## src/rtl/controle_multiciclo_pkg.sv

```systemverilog
// Shared encodings for the multi-cycle control unit: opcodes, ALU ops, mux selects and FSM states.
package pkg_controle;

  localparam int W_SEL = 2;

  localparam logic [2:0] OPC_R      = 3'b000;
  localparam logic [2:0] OPC_LW     = 3'b001;
  localparam logic [2:0] OPC_SW     = 3'b010;
  localparam logic [2:0] OPC_BEQ    = 3'b011;
  localparam logic [2:0] OPC_J      = 3'b100;
  localparam logic [2:0] OPC_ADDI   = 3'b101;
  localparam logic [2:0] OPC_ILEGAL = 3'b110;
  localparam logic [2:0] OPC_HALT   = 3'b111;

  localparam logic [1:0] OP_ADD   = 2'b00;
  localparam logic [1:0] OP_SUB   = 2'b01;
  localparam logic [1:0] OP_FUNCT = 2'b10;
  localparam logic [1:0] OP_INV   = 2'b11;

  localparam logic [1:0] SRCB_REG  = 2'b00;
  localparam logic [1:0] SRCB_UM   = 2'b01;
  localparam logic [1:0] SRCB_IMM  = 2'b10;
  localparam logic [1:0] SRCB_DESL = 2'b11;

  localparam logic [1:0] PCSRC_ALU    = 2'b00;
  localparam logic [1:0] PCSRC_ALUOUT = 2'b01;
  localparam logic [1:0] PCSRC_JUMP   = 2'b10;

  typedef enum logic [3:0] {
    ST_FETCH   = 4'd0,
    ST_DECODE  = 4'd1,
    ST_EXEC_R  = 4'd2,
    ST_R_WB    = 4'd3,
    ST_EXEC_I  = 4'd4,
    ST_I_WB    = 4'd5,
    ST_MEM_END = 4'd6,
    ST_MEM_LER = 4'd7,
    ST_MEM_WB  = 4'd8,
    ST_MEM_ESC = 4'd9,
    ST_BRANCH  = 4'd10,
    ST_JUMP    = 4'd11,
    ST_HALT    = 4'd12,
    ST_ERRO    = 4'd13
  } estado_t;

endpackage

```

## src/rtl/controle_multiciclo_if.sv

```systemverilog
// Control/datapath bundle: master is the control unit, slave is the datapath side.
interface controle_multiciclo_if
  import pkg_controle::*;
#(
  parameter int LARGURA_OP = 3
);
  logic [LARGURA_OP-1:0] opcode;
  logic                  mem_pronta;
  logic                  alu_erro;
  logic                  pcWrite;
  logic                  pcWriteCond;
  logic                  iorD;
  logic                  memRead;
  logic                  memWrite;
  logic                  irWrite;
  logic                  memToReg;
  logic                  regWrite;
  logic                  regDst;
  logic                  aluSrcA;
  logic [W_SEL-1:0]      aluSrcB;
  logic [W_SEL-1:0]      opAlu;
  logic [W_SEL-1:0]      pcSource;
  logic                  parado;
  logic                  erro;

  modport master (
    input  opcode, mem_pronta, alu_erro,
    output pcWrite, pcWriteCond, iorD, memRead, memWrite, irWrite, memToReg,
           regWrite, regDst, aluSrcA, aluSrcB, opAlu, pcSource, parado, erro
  );

  modport slave (
    output opcode, mem_pronta, alu_erro,
    input  pcWrite, pcWriteCond, iorD, memRead, memWrite, irWrite, memToReg,
           regWrite, regDst, aluSrcA, aluSrcB, opAlu, pcSource, parado, erro
  );
endinterface

```

## src/rtl/controle_multiciclo_contador.sv

```systemverilog
// Memory-wait counter: counts enabled cycles, clears on request, flags the last allowed wait cycle.
module contador_espera #(
  parameter int MAX_ESPERA = 15
) (
  input  logic clk,
  input  logic rst_n,
  input  logic i_clr,
  input  logic i_en,
  output logic o_limite
);
  localparam int W = (MAX_ESPERA > 1) ? $clog2(MAX_ESPERA + 1) : 1;
  localparam logic [W-1:0] LIM = (MAX_ESPERA > 0) ? W'(MAX_ESPERA - 1) : '0;

  logic [W-1:0] r_cnt;

  // Saturates so an unbounded wait (MAX_ESPERA = 0) never wraps.
  always_ff @(posedge clk or negedge rst_n) begin
    if (!rst_n) begin
      r_cnt <= '0;
    end else if (i_clr) begin
      r_cnt <= '0;
    end else if (i_en && (r_cnt != '1)) begin
      r_cnt <= r_cnt + W'(1);
    end
  end

  // High during the wait cycle that would bring the count up to MAX_ESPERA.
  assign o_limite = (MAX_ESPERA != 0) && (r_cnt == LIM);

endmodule

```

## src/rtl/controle_multiciclo.sv

```systemverilog
// Multi-cycle main control FSM: fetch/decode/execute/memory/writeback with memory-wait timeout and traps.
module controle_multiciclo
  import pkg_controle::*;
#(
  parameter int LARGURA_OP = 3,
  parameter int MAX_ESPERA = 15
) (
  input  logic                  clk,
  input  logic                  rst_n,
  controle_multiciclo_if.master bus
);
  estado_t               r_estado;
  estado_t               w_prox;
  logic [LARGURA_OP-1:0] r_op;
  logic                  w_limite;
  logic                  w_espera;
  logic                  w_clr;

  always_ff @(posedge clk or negedge rst_n) begin
    if (!rst_n) begin
      r_estado <= ST_FETCH;
      r_op     <= '0;
    end else begin
      r_estado <= w_prox;
      if (r_estado == ST_DECODE) r_op <= bus.opcode;
    end
  end

  assign w_espera = ((r_estado == ST_FETCH) || (r_estado == ST_MEM_LER) ||
                     (r_estado == ST_MEM_ESC)) && !bus.mem_pronta;
  assign w_clr    = (w_prox != r_estado);

  contador_espera #(.MAX_ESPERA(MAX_ESPERA)) u_contador (
    .clk      (clk),
    .rst_n    (rst_n),
    .i_clr    (w_clr),
    .i_en     (w_espera),
    .o_limite (w_limite)
  );

  always_comb begin
    w_prox          = r_estado;
    bus.pcWrite     = 1'b0;
    bus.pcWriteCond = 1'b0;
    bus.iorD        = 1'b0;
    bus.memRead     = 1'b0;
    bus.memWrite    = 1'b0;
    bus.irWrite     = 1'b0;
    bus.memToReg    = 1'b0;
    bus.regWrite    = 1'b0;
    bus.regDst      = 1'b0;
    bus.aluSrcA     = 1'b0;
    bus.aluSrcB     = SRCB_REG;
    bus.opAlu       = OP_ADD;
    bus.pcSource    = PCSRC_ALU;
    bus.parado      = 1'b0;
    bus.erro        = 1'b0;

    case (r_estado)
      ST_FETCH: begin
        bus.memRead = 1'b1;
        bus.aluSrcB = SRCB_UM;
        if (bus.mem_pronta) begin
          bus.irWrite = 1'b1;
          bus.pcWrite = 1'b1;
          w_prox      = ST_DECODE;
        end else if (w_limite) begin
          w_prox = ST_ERRO;
        end
      end
      ST_DECODE: begin
        bus.aluSrcB = SRCB_DESL;
        case (bus.opcode)
          LARGURA_OP'(OPC_R):    w_prox = ST_EXEC_R;
          LARGURA_OP'(OPC_LW):   w_prox = ST_MEM_END;
          LARGURA_OP'(OPC_SW):   w_prox = ST_MEM_END;
          LARGURA_OP'(OPC_BEQ):  w_prox = ST_BRANCH;
          LARGURA_OP'(OPC_J):    w_prox = ST_JUMP;
          LARGURA_OP'(OPC_ADDI): w_prox = ST_EXEC_I;
          LARGURA_OP'(OPC_HALT): w_prox = ST_HALT;
          default:               w_prox = ST_ERRO;
        endcase
      end
      ST_EXEC_R: begin
        bus.aluSrcA = 1'b1;
        bus.opAlu   = OP_FUNCT;
        w_prox      = bus.alu_erro ? ST_ERRO : ST_R_WB;
      end
      ST_R_WB: begin
        bus.regDst   = 1'b1;
        bus.regWrite = 1'b1;
        w_prox       = ST_FETCH;
      end
      ST_EXEC_I, ST_MEM_END: begin
        bus.aluSrcA = 1'b1;
        bus.aluSrcB = SRCB_IMM;
        if (r_estado == ST_EXEC_I)                 w_prox = ST_I_WB;
        else if (r_op == LARGURA_OP'(OPC_SW))      w_prox = ST_MEM_ESC;
        else                                       w_prox = ST_MEM_LER;
      end
      ST_I_WB: begin
        bus.regWrite = 1'b1;
        w_prox       = ST_FETCH;
      end
      ST_MEM_LER, ST_MEM_ESC: begin
        bus.iorD     = 1'b1;
        bus.memRead  = (r_estado == ST_MEM_LER);
        bus.memWrite = (r_estado == ST_MEM_ESC);
        if (bus.mem_pronta) w_prox = (r_estado == ST_MEM_LER) ? ST_MEM_WB : ST_FETCH;
        else if (w_limite)  w_prox = ST_ERRO;
      end
      ST_MEM_WB: begin
        bus.memToReg = 1'b1;
        bus.regWrite = 1'b1;
        w_prox       = ST_FETCH;
      end
      ST_BRANCH: begin
        bus.aluSrcA     = 1'b1;
        bus.opAlu       = OP_SUB;
        bus.pcWriteCond = 1'b1;
        bus.pcSource    = PCSRC_ALUOUT;
        w_prox          = ST_FETCH;
      end
      ST_JUMP: begin
        bus.pcWrite  = 1'b1;
        bus.pcSource = PCSRC_JUMP;
        w_prox       = ST_FETCH;
      end
      ST_HALT: bus.parado = 1'b1;
      ST_ERRO: begin
        bus.parado = 1'b1;
        bus.erro   = 1'b1;
      end
      default: w_prox = ST_ERRO;
    endcase

    // Outputs go quiet the instant reset asserts, before the clock sees it.
    if (!rst_n) begin
      bus.pcWrite     = 1'b0;
      bus.pcWriteCond = 1'b0;
      bus.iorD        = 1'b0;
      bus.memRead     = 1'b0;
      bus.memWrite    = 1'b0;
      bus.irWrite     = 1'b0;
      bus.memToReg    = 1'b0;
      bus.regWrite    = 1'b0;
      bus.regDst      = 1'b0;
      bus.aluSrcA     = 1'b0;
      bus.aluSrcB     = SRCB_REG;
      bus.opAlu       = OP_ADD;
      bus.pcSource    = PCSRC_ALU;
      bus.parado      = 1'b0;
      bus.erro        = 1'b0;
    end
  end

endmodule

```

## src/flat_wrapper.sv

```systemverilog
// flat-port wrapper written by rule: the top's interface ports become plain ports
module controle_multiciclo_flat import pkg_controle::*;
#(
  parameter int LARGURA_OP = 3,
  parameter int MAX_ESPERA = 15
)
  (clk, rst_n, bus_opcode, bus_mem_pronta, bus_alu_erro, bus_pcWrite, bus_pcWriteCond, bus_iorD, bus_memRead, bus_memWrite, bus_irWrite, bus_memToReg, bus_regWrite, bus_regDst, bus_aluSrcA, bus_aluSrcB, bus_opAlu, bus_pcSource, bus_parado, bus_erro);
  controle_multiciclo_if #(.LARGURA_OP(LARGURA_OP)) bus_i ();
  input  logic clk;
  input  logic rst_n;
  input wire logic [$bits(bus_i.opcode)-1:0] bus_opcode;
  input wire logic [$bits(bus_i.mem_pronta)-1:0] bus_mem_pronta;
  input wire logic [$bits(bus_i.alu_erro)-1:0] bus_alu_erro;
  output wire logic [$bits(bus_i.pcWrite)-1:0] bus_pcWrite;
  output wire logic [$bits(bus_i.pcWriteCond)-1:0] bus_pcWriteCond;
  output wire logic [$bits(bus_i.iorD)-1:0] bus_iorD;
  output wire logic [$bits(bus_i.memRead)-1:0] bus_memRead;
  output wire logic [$bits(bus_i.memWrite)-1:0] bus_memWrite;
  output wire logic [$bits(bus_i.irWrite)-1:0] bus_irWrite;
  output wire logic [$bits(bus_i.memToReg)-1:0] bus_memToReg;
  output wire logic [$bits(bus_i.regWrite)-1:0] bus_regWrite;
  output wire logic [$bits(bus_i.regDst)-1:0] bus_regDst;
  output wire logic [$bits(bus_i.aluSrcA)-1:0] bus_aluSrcA;
  output wire logic [$bits(bus_i.aluSrcB)-1:0] bus_aluSrcB;
  output wire logic [$bits(bus_i.opAlu)-1:0] bus_opAlu;
  output wire logic [$bits(bus_i.pcSource)-1:0] bus_pcSource;
  output wire logic [$bits(bus_i.parado)-1:0] bus_parado;
  output wire logic [$bits(bus_i.erro)-1:0] bus_erro;
  assign bus_i.opcode = bus_opcode;
  assign bus_i.mem_pronta = bus_mem_pronta;
  assign bus_i.alu_erro = bus_alu_erro;
  assign bus_pcWrite = bus_i.pcWrite;
  assign bus_pcWriteCond = bus_i.pcWriteCond;
  assign bus_iorD = bus_i.iorD;
  assign bus_memRead = bus_i.memRead;
  assign bus_memWrite = bus_i.memWrite;
  assign bus_irWrite = bus_i.irWrite;
  assign bus_memToReg = bus_i.memToReg;
  assign bus_regWrite = bus_i.regWrite;
  assign bus_regDst = bus_i.regDst;
  assign bus_aluSrcA = bus_i.aluSrcA;
  assign bus_aluSrcB = bus_i.aluSrcB;
  assign bus_opAlu = bus_i.opAlu;
  assign bus_pcSource = bus_i.pcSource;
  assign bus_parado = bus_i.parado;
  assign bus_erro = bus_i.erro;
  controle_multiciclo #(.LARGURA_OP(LARGURA_OP), .MAX_ESPERA(MAX_ESPERA)) u_core (.clk(clk), .rst_n(rst_n), .bus(bus_i));
endmodule
```

## config.mk

```make
export PLATFORM = sky130hd
export DESIGN_NAME = controle_multiciclo_flat
export DESIGN_NICKNAME = d
export VERILOG_FILES = /design/src/rtl/controle_multiciclo_pkg.sv /design/src/rtl/controle_multiciclo_if.sv /design/src/rtl/controle_multiciclo_contador.sv /design/src/rtl/controle_multiciclo.sv /design/src/flat_wrapper.sv
export SDC_FILE = /design/constraint.sdc
export NUM_CORES = 1
export LEC_CHECK = 0
export CAP_MARGIN = 20
export CELL_PAD_IN_SITES_DETAIL_PLACEMENT = 0
export CELL_PAD_IN_SITES_GLOBAL_PLACEMENT = 1
export CORE_MARGIN = 4
export CORE_UTILIZATION = 40
export CTS_CLUSTER_DIAMETER = 40
export DETAILED_ROUTE_END_ITERATION = 8
export HOLD_SLACK_MARGIN = 0.1
export PLACE_DENSITY_LB_ADDON = 0.1
export RECOVER_POWER = 50
export SLEW_MARGIN = 0
export SYNTH_ARGS = -nofsm -noshare
export SYNTH_HDL_FRONTEND = slang
export SYNTH_HIERARCHICAL = 1
export SYNTH_SLANG_ARGS = --single-unit
```

## constraint.sdc

```tcl
create_clock -name clk -period 5.6 [get_ports clk]
set_input_delay 1.12 -clock clk [delete_from_list [all_inputs] [get_ports clk]]
set_output_delay 1.12 -clock clk [all_outputs]
set_load 0.02 [all_outputs]
```

Word-level counts from Yosys, hierarchy flattened
Cells that the tools add are included.
W data, S select, Z words.
{"block": "op_classes", "add_sub_neg": 1, "n_eq_ne": 23, "muxes": 42, "n_reduce_logical": 15}
{"operator": "$mux W4", "count": 9}
{"operator": "$eq A4 B4 Y1 const B", "count": 7}
{"operator": "$pmux W4 S7", "count": 1}
{"operator": "$pmux W4 S6", "count": 1}
{"operator": "$mux W1", "count": 23}
{"operator": "$eq A4 B3 Y1 const B", "count": 4}
{"operator": "$eq A3 B2 Y1 const B", "count": 3}
{"operator": "$eq A3 B3 Y1 const B", "count": 3}
{"operator": "$eq A4 B2 Y1 const B", "count": 2}
{"operator": "$pmux W2 S2", "count": 2}
{"operator": "$reduce_or A2 Y1", "count": 4}
{"operator": "$mux W2", "count": 3}
{"operator": "$pmux W2 S3", "count": 1}
{"operator": "$reduce_or A5 Y1", "count": 1}
{"operator": "$add A4 B1 Y4 const B", "count": 1}
{"operator": "$eq A4 B1 Y1 const B", "count": 1}
{"operator": "$logic_not A4 Y1", "count": 1}
{"operator": "$ne A4 B4 Y1", "count": 1}
{"operator": "$ne A4 B4 Y1 const B", "count": 1}
{"operator": "$pmux W1 S2", "count": 2}
{"operator": "$reduce_or A4 Y1", "count": 1}
{"operator": "$eq A3 B1 Y1 const B", "count": 1}
{"operator": "$logic_not A3 Y1", "count": 1}
{"operator": "$reduce_or A3 Y1", "count": 1}
{"operator": "4 further kinds", "count": 6}
{"block": "word_totals", "register_bits": 11, "input_bits": 7, "out_inout_bits": 18, "wordCells": 84}

Logic depth before layout (Yosys ltp)
Gate-level depths: netlist of run 1.
{"block": "logic_depth", "ltp_word": 7, "mapped_depth": 10, "depth_no_buf": 10}

Cells and area by module
Netlist of run 1, hierarchy kept.
{"mod": "controle_multiciclo", "n_inst": 1, "cells_per_inst": 112, "area_per_inst_um2": 875.8, "seq_area_each_um2": 175.2}
{"mod": "contador_espera", "n_inst": 1, "cells_per_inst": 23, "area_per_inst_um2": 251.5, "seq_area_each_um2": 100.1}

Least setup slack after synthesis of run 1
No wires, ideal clock.
{"block": "synth_timing", "path_type": "input -> output", "startpoint": "in rst_n", "endpoint": "out bus_pcSource[0]", "arrival_time_ns": 1.835, "required_ns": 4.480, "slack_ns": 2.645, "stages": 3, "path_buffers": 1, "path_cell_list": "nand3b_1 > nor2_1 > buf_4"}
{"block": "synth_via", "elab_chain_cells": 1}
{"element": "start, declared", "line": "flat_wrapper.sv:10", "text": "input logic rst_n;"}
{"element": "$mux W2", "line": "controle_multiciclo.sv:138", "text": "if (!rst_n) begin"}
{"element": "end, declared", "line": "flat_wrapper.sv:26", "text": "output wire logic [$bits(bus_i.pcSource)-1:0] bus_pcSource;"}
Every way passes these cells.

Worst setup path after layout of run 1
{"block": "layout_timing", "startpoint": "in rst_n", "endpoint": "out bus_aluSrcB[1]"}
{"block": "layout_via", "elab_chain_cells": 1}
{"element": "$mux W2", "line": "controle_multiciclo.sv:138"}
{"element": "end, declared", "line": "flat_wrapper.sv:24", "text": "output wire logic [$bits(bus_i.aluSrcB)-1:0] bus_aluSrcB;"}
Every way passes these cells.

==> flow_metrics.env, run 1 <==
export IMPL_status="finished, final reports clean"
export IMPL_vias_per_cell=5.70
export IMPL_synth_main_ff_cell="dfrtp_1"
export IMPL_slew_viol_final=0
export IMPL_dpl_cell_count=180
export IMPL_rsz0062_at_grt="false"
export IMPL_cts_hold_buffers=0
export IMPL_cts_buffers=3
export IMPL_antenna_found_initial=0
export IMPL_nets=164
export IMPL_place_ws_ns=1.39
export IMPL_drtAntennaViolNets=0
export IMPL_reg2reg_slack_ns=2.55
export IMPL_synth_nets=144
export IMPL_critPathRequiredTime_ns=4.48
export IMPL_end_kind="output port"
export IMPL_cts_resized=0
export IMPL_port_buffer_count=24
export IMPL_drt_total_wl_um=2770
export IMPL_post_route_period_util_pct=78.4
export IMPL_layout_setup_ws_ns=1.21
export IMPL_die_x_um=61.1
export IMPL_ff_latch_area_um2=275
export IMPL_grt_usage_pct=16.1
export IMPL_r2r_end="u_core/u_contador/r_cnt[1]$_DFFE_PN0P_"
export IMPL_clockBufferDepth=2
export IMPL_synthCells=135
export IMPL_vdd_ir_drop_worst_mv=0.0936
export IMPL_cts_tree="yes"
export IMPL_critPathLaunchType="input port"
export IMPL_drc_errors=0
export IMPL_diodes=0
export IMPL_yosysTopAreaCell="dfrtp_1"
export IMPL_ys_ff_latch=11
export IMPL_grt_max_degree=23
export IMPL_path_clk_slew_ns=0.07
export IMPL_cpMaxStageDelayCell="dlygate4sd3_1"
export IMPL_slowest_delay_ns=0.87
export IMPL_synth_top_cells_by_count="nor2_1 (19), nand2_1 (12), dfrtp_1 (11)"
export IMPL_drive_gt1_share_pct=10.4
export IMPL_drtIter0Drc=59
export IMPL_synthToLayoutAreaGrowth_pct=18.5
export IMPL_root_buffer="clkbuf_4"
export IMPL_fin_skew_ns=0.00218
export IMPL_dp_hpwl_um=2050
export IMPL_yosysMostFrequentCell="nor2_1"
export IMPL_finalNonFillerCells=184
export IMPL_synth_area_um2=1130
export IMPL_wl_per_cell_um=15.0
export IMPL_first_global_vias=982
export IMPL_p_leak_uw=0.000518
export IMPL_crit_arrival_ns=3.27
export IMPL_fp_dieH_um=61.1
export IMPL_slew_limit_headroom_pct=38.5
export IMPL_synth_top_area_share_pct=24.4
export IMPL_nFillCells=272
export IMPL_core_area_um2=2590
export IMPL_tns_ns=0
export IMPL_avgSynthCellArea_um2=8.35
export IMPL_synthTopCellsByArea="dfrtp_1 (24%), nor2_1 (6.3%), a21oi_1 (4.0%)"
export IMPL_period_needed_ns=4.39
export IMPL_multi_input_area_um2=742
export IMPL_placement_rows=18
export IMPL_drt_first_pass_iters=4
export IMPL_hold_class="flip-flop to flip-flop"
export IMPL_async_reset_ff_share_pct=100
export IMPL_reg2regPathDepth=7
export IMPL_cp_cell_sequence="dlygate4sd3_1 -> clkbuf_1 -> nand2b_1 -> a21oi_1 -> clkdlybuf4s50_1"
export IMPL_hold_end="u_core/r_op[2]$_DFFE_PN0P_"
export IMPL_final_hold_viol_count=0
export IMPL_r2r_start="u_core/r_estado[0]$_DFF_PN0_"
export IMPL_hold_depth=1
export IMPL_ys_types=49
export IMPL_grt_overflow_total=0
export IMPL_start_util_pct=43.5
export IMPL_critPathMaxFanout=13
export IMPL_htree_levels=1
export IMPL_worstHoldStart="u_core/r_op[2]$_DFFE_PN0P_"
export IMPL_post_cts_setup_buffers=0
export IMPL_drv_cap=0
export IMPL_synth_seq_area_share_pct=24.4
export IMPL_clkLatencyLatePin_ns=0.26
export IMPL_place_congestion=0.720
export IMPL_die_area_um2=3730
export IMPL_finalSetupViolCount=0
export IMPL_synth_edff_count=0
export IMPL_cts_sinks=11
export IMPL_grt_pass1_wl_um=4510
export IMPL_num_vias=1048
export IMPL_ys_warn_count=6
export IMPL_worstMarginPinSlew_ns=0.909
export IMPL_worstSetupPathType="input port to output port"
export IMPL_io_pins=25
export IMPL_max_freq_mhz=228
export IMPL_power_density_nw_per_um2=114
[final cells by class]
| class | count | share of cell area [%] |
|---|---|---|
| Sequential cell | 11 | 20.6 |
| Tap cell | 30 | 2.81 |
| Clock buffer | 4 | 1.97 |
| Inverter | 3 | 0.843 |
| Timing Repair Buffer | 25 | 18.3 |
| Multi-Input combinational cell | 111 | 55.5 |
[power by group]
| part | total [uW] | switching (uW) | internal, uW |
|---|---|---|---|
| sequential | 81.5 | 1.82 | 79.7 |
| clock | 52.6 | 25.0 | 27.6 |
| combinational | 18.9 | 10.2 | 8.66 |
[per-layer routing]
layer	track usage (%)	share of wire, %	up-vias
li1	-	-	519
met3	1.89	3.4	4
met5	0	0	-
met1	22.5	47	508
met4	5.57	1.2	0
met2	25.7	49	17
[logic make-up (layout without fill, tap and decap cells)]
family	count (synthesis)	count (layout)	share of synthesized area, %
simple gates	69	69	36.7
compound gates	33	33	21.0
buf+inv	13	32	8.43
flops	11	11	24.4
mux	5	5	5.66
fa+ha+maj	2	2	2.22
xor+xnor	2	2	1.55
[registers in the layout (all words and copies together) (netlist names)]
| register | flops |
|---|---|
| u_core/r_estado | 4 |
| u_core/r_op | 3 |
| u_core/u_contador/r_cnt | 4 |
[worst max-delay path: cells and delay by family]
| kind | cells | cell delay (ns) |
|---|---|---|
| and+or+nand+nor | 1 | 0.14 |
| buffers and inverters | 3 | 1.86 |
| AOI/OAI and AO/OA | 1 | 0.16 |
[how the worst max path moves through the flow]
stage                            endpoint   from  slack, ns  depth (start not counted)
after floorplan           bus_pcSource[0]  rst_n       2.64                          3
after global placement        bus_pcWrite  rst_n       1.46                          4
after detailed placement      bus_pcWrite  rst_n       1.39                          4
after CTS                     bus_pcWrite  rst_n       1.40                          4
after global routing          bus_memRead  rst_n       1.04                          5
final                      bus_aluSrcB[1]  rst_n       1.21                          5
[placed cells by master (no fill, tap or decap), drive strengths merged, types with 2 or more instances in the layout]
cell type / netlist / layout
clkdlybuf4s50: 0 / 22
nor2: 21 / 21
nand2: 12 / 12
dfrtp: 11 / 11
a21oi: 9 / 9
o21ai: 9 / 9
nand2b: 6 / 6
clkbuf: 1 / 5
mux2: 5 / 5
nor3: 4 / 4
o22ai: 4 / 4
nor2b: 4 / 4
inv: 3 / 3
nand3b: 3 / 3
dlygate4sd3: 0 / 2
nor3b: 2 / 2
nand4b: 2 / 2
and2b: 2 / 2
nand3: 2 / 2
and2: 2 / 2
xnor2: 2 / 2
ha: 2 / 2
and3: 2 / 2
[metrics by stage]
step           hold slack, ns  cell area [um2]  power [uW]  util [%]
2_1_floorplan           0.472             1130        92.0         -
3_3_place_gp            0.489             1330         102      51.3
3_5_place_dp            0.496             1330         103      51.3
4_1_cts                 0.511             1360         157      52.3
5_1_grt                 0.527             1340         161      51.6
6_report                0.496             1340         153      51.6
Note: power is estimated with default switching activity, not from simulation.
==> run 2: changes to the inputs <==
--- a/config.mk
+++ b/config.mk
@@ -9,7 +9,7 @@
 export CELL_PAD_IN_SITES_DETAIL_PLACEMENT = 0
 export CELL_PAD_IN_SITES_GLOBAL_PLACEMENT = 1
 export CORE_MARGIN = 4
-export CORE_UTILIZATION = 40
+export CORE_UTILIZATION = 33
 export CTS_CLUSTER_DIAMETER = 40
 export DETAILED_ROUTE_END_ITERATION = 8
 export HOLD_SLACK_MARGIN = 0.1
==> constraint.sdc (replaced) <==
create_clock -name clk -period 4.03 [get_ports clk]
set_input_delay 0.806 -clock clk [delete_from_list [all_inputs] [get_ports clk]]
set_output_delay 0.806 -clock clk [all_outputs]
set_load 0.02 [all_outputs]
==> flow_metrics.env, run 2 (synthesis gave the netlist of run 1 again) <==
export IMPL_status="finished, final reports clean"
export IMPL_drc_errors=0
export IMPL_cts_hold_buffers=0
export IMPL_drtAntennaViolNets=0
export IMPL_rsz0062_at_grt="false"
export IMPL_grt_overflow_total=0
export IMPL_final_common_cell="clkdlybuf4s50_1"
export IMPL_reg2reg_slack_ns=0.87
export IMPL_ff_latch_area_um2=275
export IMPL_finalSetupViolCount=0
export IMPL_wl_met3_um=134
export IMPL_post_route_period_util_pct=85.0
export IMPL_vias_per_cell=5.14
export IMPL_max_freq_mhz=292
export IMPL_reg2regPathDepth=7
export IMPL_cts_sinks=11
export IMPL_tns_ns=0
export IMPL_start_util_pct=35.8
export IMPL_p_leak_uw=0.000523
export IMPL_layout_setup_ws_ns=0.604
export IMPL_critPathRequiredTime_ns=3.22
export IMPL_crit_arrival_ns=2.62
export IMPL_path_clk_slew_ns=0.07
export IMPL_post_cts_setup_buffers=0
export IMPL_cts_resized=0
export IMPL_worstMarginPinSlew_ns=0.862
export IMPL_worstSetupPathType="input port to output port"
export IMPL_htree_levels=1
export IMPL_fp_dieH_um=66.4
export IMPL_drt_total_wl_um=2740
export IMPL_hold_class="flip-flop to flip-flop"
export IMPL_fin_skew_ns=0.00241
export IMPL_drive_gt1_share_pct=10.3
export IMPL_top_layer_used="met4"
export IMPL_nFillCells=347
export IMPL_place_congestion=0.768
export IMPL_vdd_ir_drop_worst_mv=0.183
export IMPL_dp_hpwl_um=2110
export IMPL_slew_viol_final=0
export IMPL_die_area_um2=4410
export IMPL_core_area_um2=3150
export IMPL_port_buffer_count=24
export IMPL_slew_limit_headroom_pct=41.7
export IMPL_drt_first_pass_iters=4
export IMPL_cts_buffers=3
export IMPL_final_hold_viol_count=0
export IMPL_diodes=0
export IMPL_cts_tree="yes"
export IMPL_final_cell_mix="clkdlybuf4s50_1 (22), nor2_1 (19), nand2_1 (12), dfrtp_1 (11), a21oi_1 (9)"
export IMPL_grt_pass1_wl_um=4560
export IMPL_clockBufferDepth=2
export IMPL_die_x_um=66.4
export IMPL_drtIter0Drc=75
export IMPL_nets=165
export IMPL_critPathLaunchType="input port"
export IMPL_biggestRegsByFlops="u_core/r_estado: 4 flops, u_core/u_contador/r_cnt: 4 flops, u_core/r_op: 3 flops"
export IMPL_first_global_vias=970
export IMPL_period_needed_ns=3.43
export IMPL_met1_length_um=1350
export IMPL_power_density_nw_per_um2=157
export IMPL_clkLatencyLatePin_ns=0.26
export IMPL_place_ws_ns=0.670
export IMPL_root_buffer="clkbuf_4"
export IMPL_drv_cap=0
export IMPL_io_pins=25
export IMPL_wl_per_cell_um=13.8
export IMPL_hold_depth=1
export IMPL_multi_input_area_um2=736
export IMPL_antenna_found_initial=0
export IMPL_grt_max_degree=23
export IMPL_synthToLayoutAreaGrowth_pct=20.2
export IMPL_num_vias=1022
export IMPL_end_kind="output port"
export IMPL_critPathMaxFanout=8
export IMPL_placement_rows=20
export IMPL_wl_met2_um=1240
export IMPL_grt_usage_pct=13.3
run 2: changes by cell type in the layout (fill, tap and decap cells not counted):
cell,previous run,this run
o22ai_1,3,4
buf_4,0,1
o22ai_2,1,0
run 2: worst max-delay path, stage by stage:
cell and delay (ns):
dlygate4sd3_1 0.71, nand3b_1 0.23, o22ai_1 0.24, clkdlybuf4s50_1 0.63
run 2: power breakdown:
part	switching, uW	leakage (uW)	internal [uW]
registers	2.51	0.000139	111
clock network	34.6	0.0000150	38.3
logic	14.3	0.000369	12.0
total	51.4	0.000523	161
run 2: area by class of cell:
cell class,count,area share [%]
multi-input combinational,111,54.3
sequential,11,20.3
timing repair buffer,26,18.6
tap,44,4.06
clock buffer,4,1.94
inverter,3,0.831
run 2: metrics by stage:
step	cell area [um2]	hold slack [ns]	utilization [%]	std cells	power [uW]
global route	1360	0.529	43.0	199	224
finish	1360	0.498	43.0	199	212
CTS	1380	0.517	43.8	199	218
floorplan	1130	0.472	-	135	128
global placement	1350	0.488	42.9	195	143
detailed placement	1350	0.501	42.9	195	143
run 2: worst paths after layout:
kind / start / to
setup reg to reg: u_core/r_estado[0]$_DFF_PN0_ / u_core/u_contador/r_cnt[1]$_DFFE_PN0P_
setup / recovery: rst_n / bus_pcWrite
hold / removal: u_core/r_op[0]$_DFFE_PN0P_ / u_core/r_op[0]$_DFFE_PN0P_
min in group asynchronous: rst_n / u_core/u_contador/r_cnt[1]$_DFFE_PN0P_
hold reg to reg: u_core/r_op[0]$_DFFE_PN0P_ / u_core/r_op[0]$_DFFE_PN0P_
max in group asynchronous: rst_n / u_core/u_contador/r_cnt[2]$_DFFE_PN0P_
run 2: metal layers:
metal | vias to the layer above | GRT usage (%)
li1 | 520 | -
met1 | 479 | 18.6
met4 | 0 | 2.28
met5 | - | 0
met2 | 21 | 20.3
met3 | 2 | 3.74
==> run 3: changes to the inputs <==
--- a/config.mk
+++ b/config.mk
@@ -9,7 +9,8 @@
 export CELL_PAD_IN_SITES_DETAIL_PLACEMENT = 0
 export CELL_PAD_IN_SITES_GLOBAL_PLACEMENT = 1
 export CORE_MARGIN = 4
-export CORE_UTILIZATION = 33
+export CORE_UTILIZATION = 35
+export CTS_BUF_LIST = sky130_fd_sc_hd__clkbuf_4
 export CTS_CLUSTER_DIAMETER = 40
 export DETAILED_ROUTE_END_ITERATION = 8
 export HOLD_SLACK_MARGIN = 0.1
==> flow_metrics.env, run 3 (synthesis gave the netlist of run 1 again) <==
export IMPL_hold_end="u_core/r_op[1]$_DFFE_PN0P_"
export IMPL_drc_errors=0
export IMPL_antenna_found_initial=0
export IMPL_htree_levels=1
export IMPL_dp_hpwl_um=2080
export IMPL_slew_limit_headroom_pct=43.5
export IMPL_post_route_period_util_pct=82.7
export IMPL_drt_first_pass_iters=4
export IMPL_slowest_delay_ns=0.63
export IMPL_post_cts_setup_buffers=0
export IMPL_r2r_start="u_core/r_estado[0]$_DFF_PN0_"
export IMPL_worstHoldStart="u_core/r_op[1]$_DFFE_PN0P_"
export IMPL_cts_sinks=11
export IMPL_placement_rows=20
export IMPL_nets=164
export IMPL_clkLatencyLatePin_ns=0.27
export IMPL_reg2reg_slack_ns=0.96
export IMPL_critPathMaxFanout=17
export IMPL_final_cell_mix="clkdlybuf4s50_1 (22), nor2_1 (19), nand2_1 (12), dfrtp_1 (11), a21oi_1 (9)"
export IMPL_cts_tree="yes"
export IMPL_end_kind="output port"
export IMPL_vias_per_cell=5.24
export IMPL_grt_usage_pct=14.5
export IMPL_wl_per_cell_um=14.4
export IMPL_core_area_um2=3080
export IMPL_synthToLayoutAreaGrowth_pct=18.9
export IMPL_diodes=0
export IMPL_root_buffer="clkbuf_4"
export IMPL_cts_hold_buffers=0
export IMPL_reg2regPathDepth=7
export IMPL_place_congestion=0.731
export IMPL_drive_gt1_share_pct=11.7
export IMPL_grt_max_degree=23
export IMPL_crit_arrival_ns=2.53
export IMPL_cpMaxStageDelayCell="clkdlybuf4s50_1"
export IMPL_num_vias=1038
export IMPL_cp_cell_sequence="dlygate4sd3_1 -> buf_4 -> nand2_1 -> o22ai_1 -> clkdlybuf4s50_1"
export IMPL_path_buf_inv=3
export IMPL_die_area_um2=4190
export IMPL_critPathRequiredTime_ns=3.22
export IMPL_grt_pass1_wl_um=4790
export IMPL_drv_cap=0
export IMPL_drtAntennaViolNets=0
export IMPL_biggestRegsByFlops="u_core/r_estado: 4 flops, u_core/u_contador/r_cnt: 4 flops, u_core/r_op: 3 flops"
export IMPL_fp_dieH_um=64.8
export IMPL_power_density_nw_per_um2=161
export IMPL_finalSetupViolCount=0
export IMPL_p_leak_uw=0.000523
export IMPL_cts_resized=0
export IMPL_hold_class="flip-flop to flip-flop"
export IMPL_final_common_cell="clkdlybuf4s50_1"
export IMPL_rsz0062_at_grt="false"
export IMPL_clockBufferDepth=2
export IMPL_fin_skew_ns=0.00161
export IMPL_start_util_pct=36.6
export IMPL_critPathTopFamily="buffers and inverters"
export IMPL_grt_overflow_total=0
export IMPL_drt_total_wl_um=2850
export IMPL_die_x_um=64.8
export IMPL_period_needed_ns=3.33
export IMPL_status="finished, final reports clean"
export IMPL_slew_viol_final=0
export IMPL_max_freq_mhz=300
export IMPL_vdd_ir_drop_worst_mv=0.141
export IMPL_critPathLaunchType="input port"
export IMPL_drtIter0Drc=59
export IMPL_final_hold_viol_count=0
export IMPL_io_pins=25
export IMPL_r2r_end="u_core/u_contador/r_cnt[1]$_DFFE_PN0P_"
export IMPL_first_global_vias=1012
export IMPL_holdWs_ns=0.487
export IMPL_worstSetupPathType="input port to output port"
export IMPL_port_buffer_count=24
export IMPL_tns_ns=0
export IMPL_cts_buffers=3
export IMPL_crit_path_start="rst_n"
export IMPL_hold_depth=1
export IMPL_path_clk_slew_ns=0.07
export IMPL_worstMarginPinSlew_ns=0.835
-- run 3: worst max-delay path by stage --
stage                            endpoint  cells after the start
final                         bus_pcWrite                      5
after global routing          bus_pcWrite                      5
after CTS                     bus_pcWrite                      5
after detailed placement      bus_pcWrite                      5
after global placement        bus_pcWrite                      5
after floorplan           bus_pcSource[0]                      3
-- run 3: where the power goes --
part	internal [uW]	switching, uW	total [uW]
combinational	12.5	13.9	26.4
sequential	111	2.49	113
clock	36.7	39.2	75.9
total	160	55.6	215
-- run 3: worst reg2reg max path, cell delays in order (launching register included) --
cell and delay [ns]:
dfrtp_1 0.80, nor4b_1 0.76, o21ai_0 0.21, o211ai_1 0.27, a21oi_1 0.07, o2111ai_1 0.47, nor2b_1 0.10, mux2_4 0.28
-- run 3: routing by layer --
metal / wire (um) / vias to the layer above / GRT usage [%]
met5: 0 / - / 0
met4: 13 / 0 / 3.96
met3: 89 / 2 / 2.25
met2: 1360 / 16 / 23.4
met1: 1380 / 500 / 19.8
li1: - / 520 / -
-- run 3: layout make-up --
cell class | instances | area, um2
Clock buffer | 3 | 22.5
Clock inverter | 1 | 5.00
Fill cell | 334 | 1740
Inverter | 3 | 11.3
Multi-Input combinational cell | 111 | 723
Sequential cell | 11 | 275
Tap cell | 44 | 55.1
Timing Repair Buffer | 25 | 248
-- run 3: through the flow --
stage	util [%]	cell area [um2]	setup slack [ns]	power [uW]	cells
after floorplan	-	1130	1.70	128	135
after global routing	43.5	1340	0.570	230	198
after global placement	43.7	1350	0.799	143	194
final	43.5	1340	0.698	215	198
after CTS	44.6	1370	0.744	221	198
after detailed placement	43.7	1350	0.747	143	194
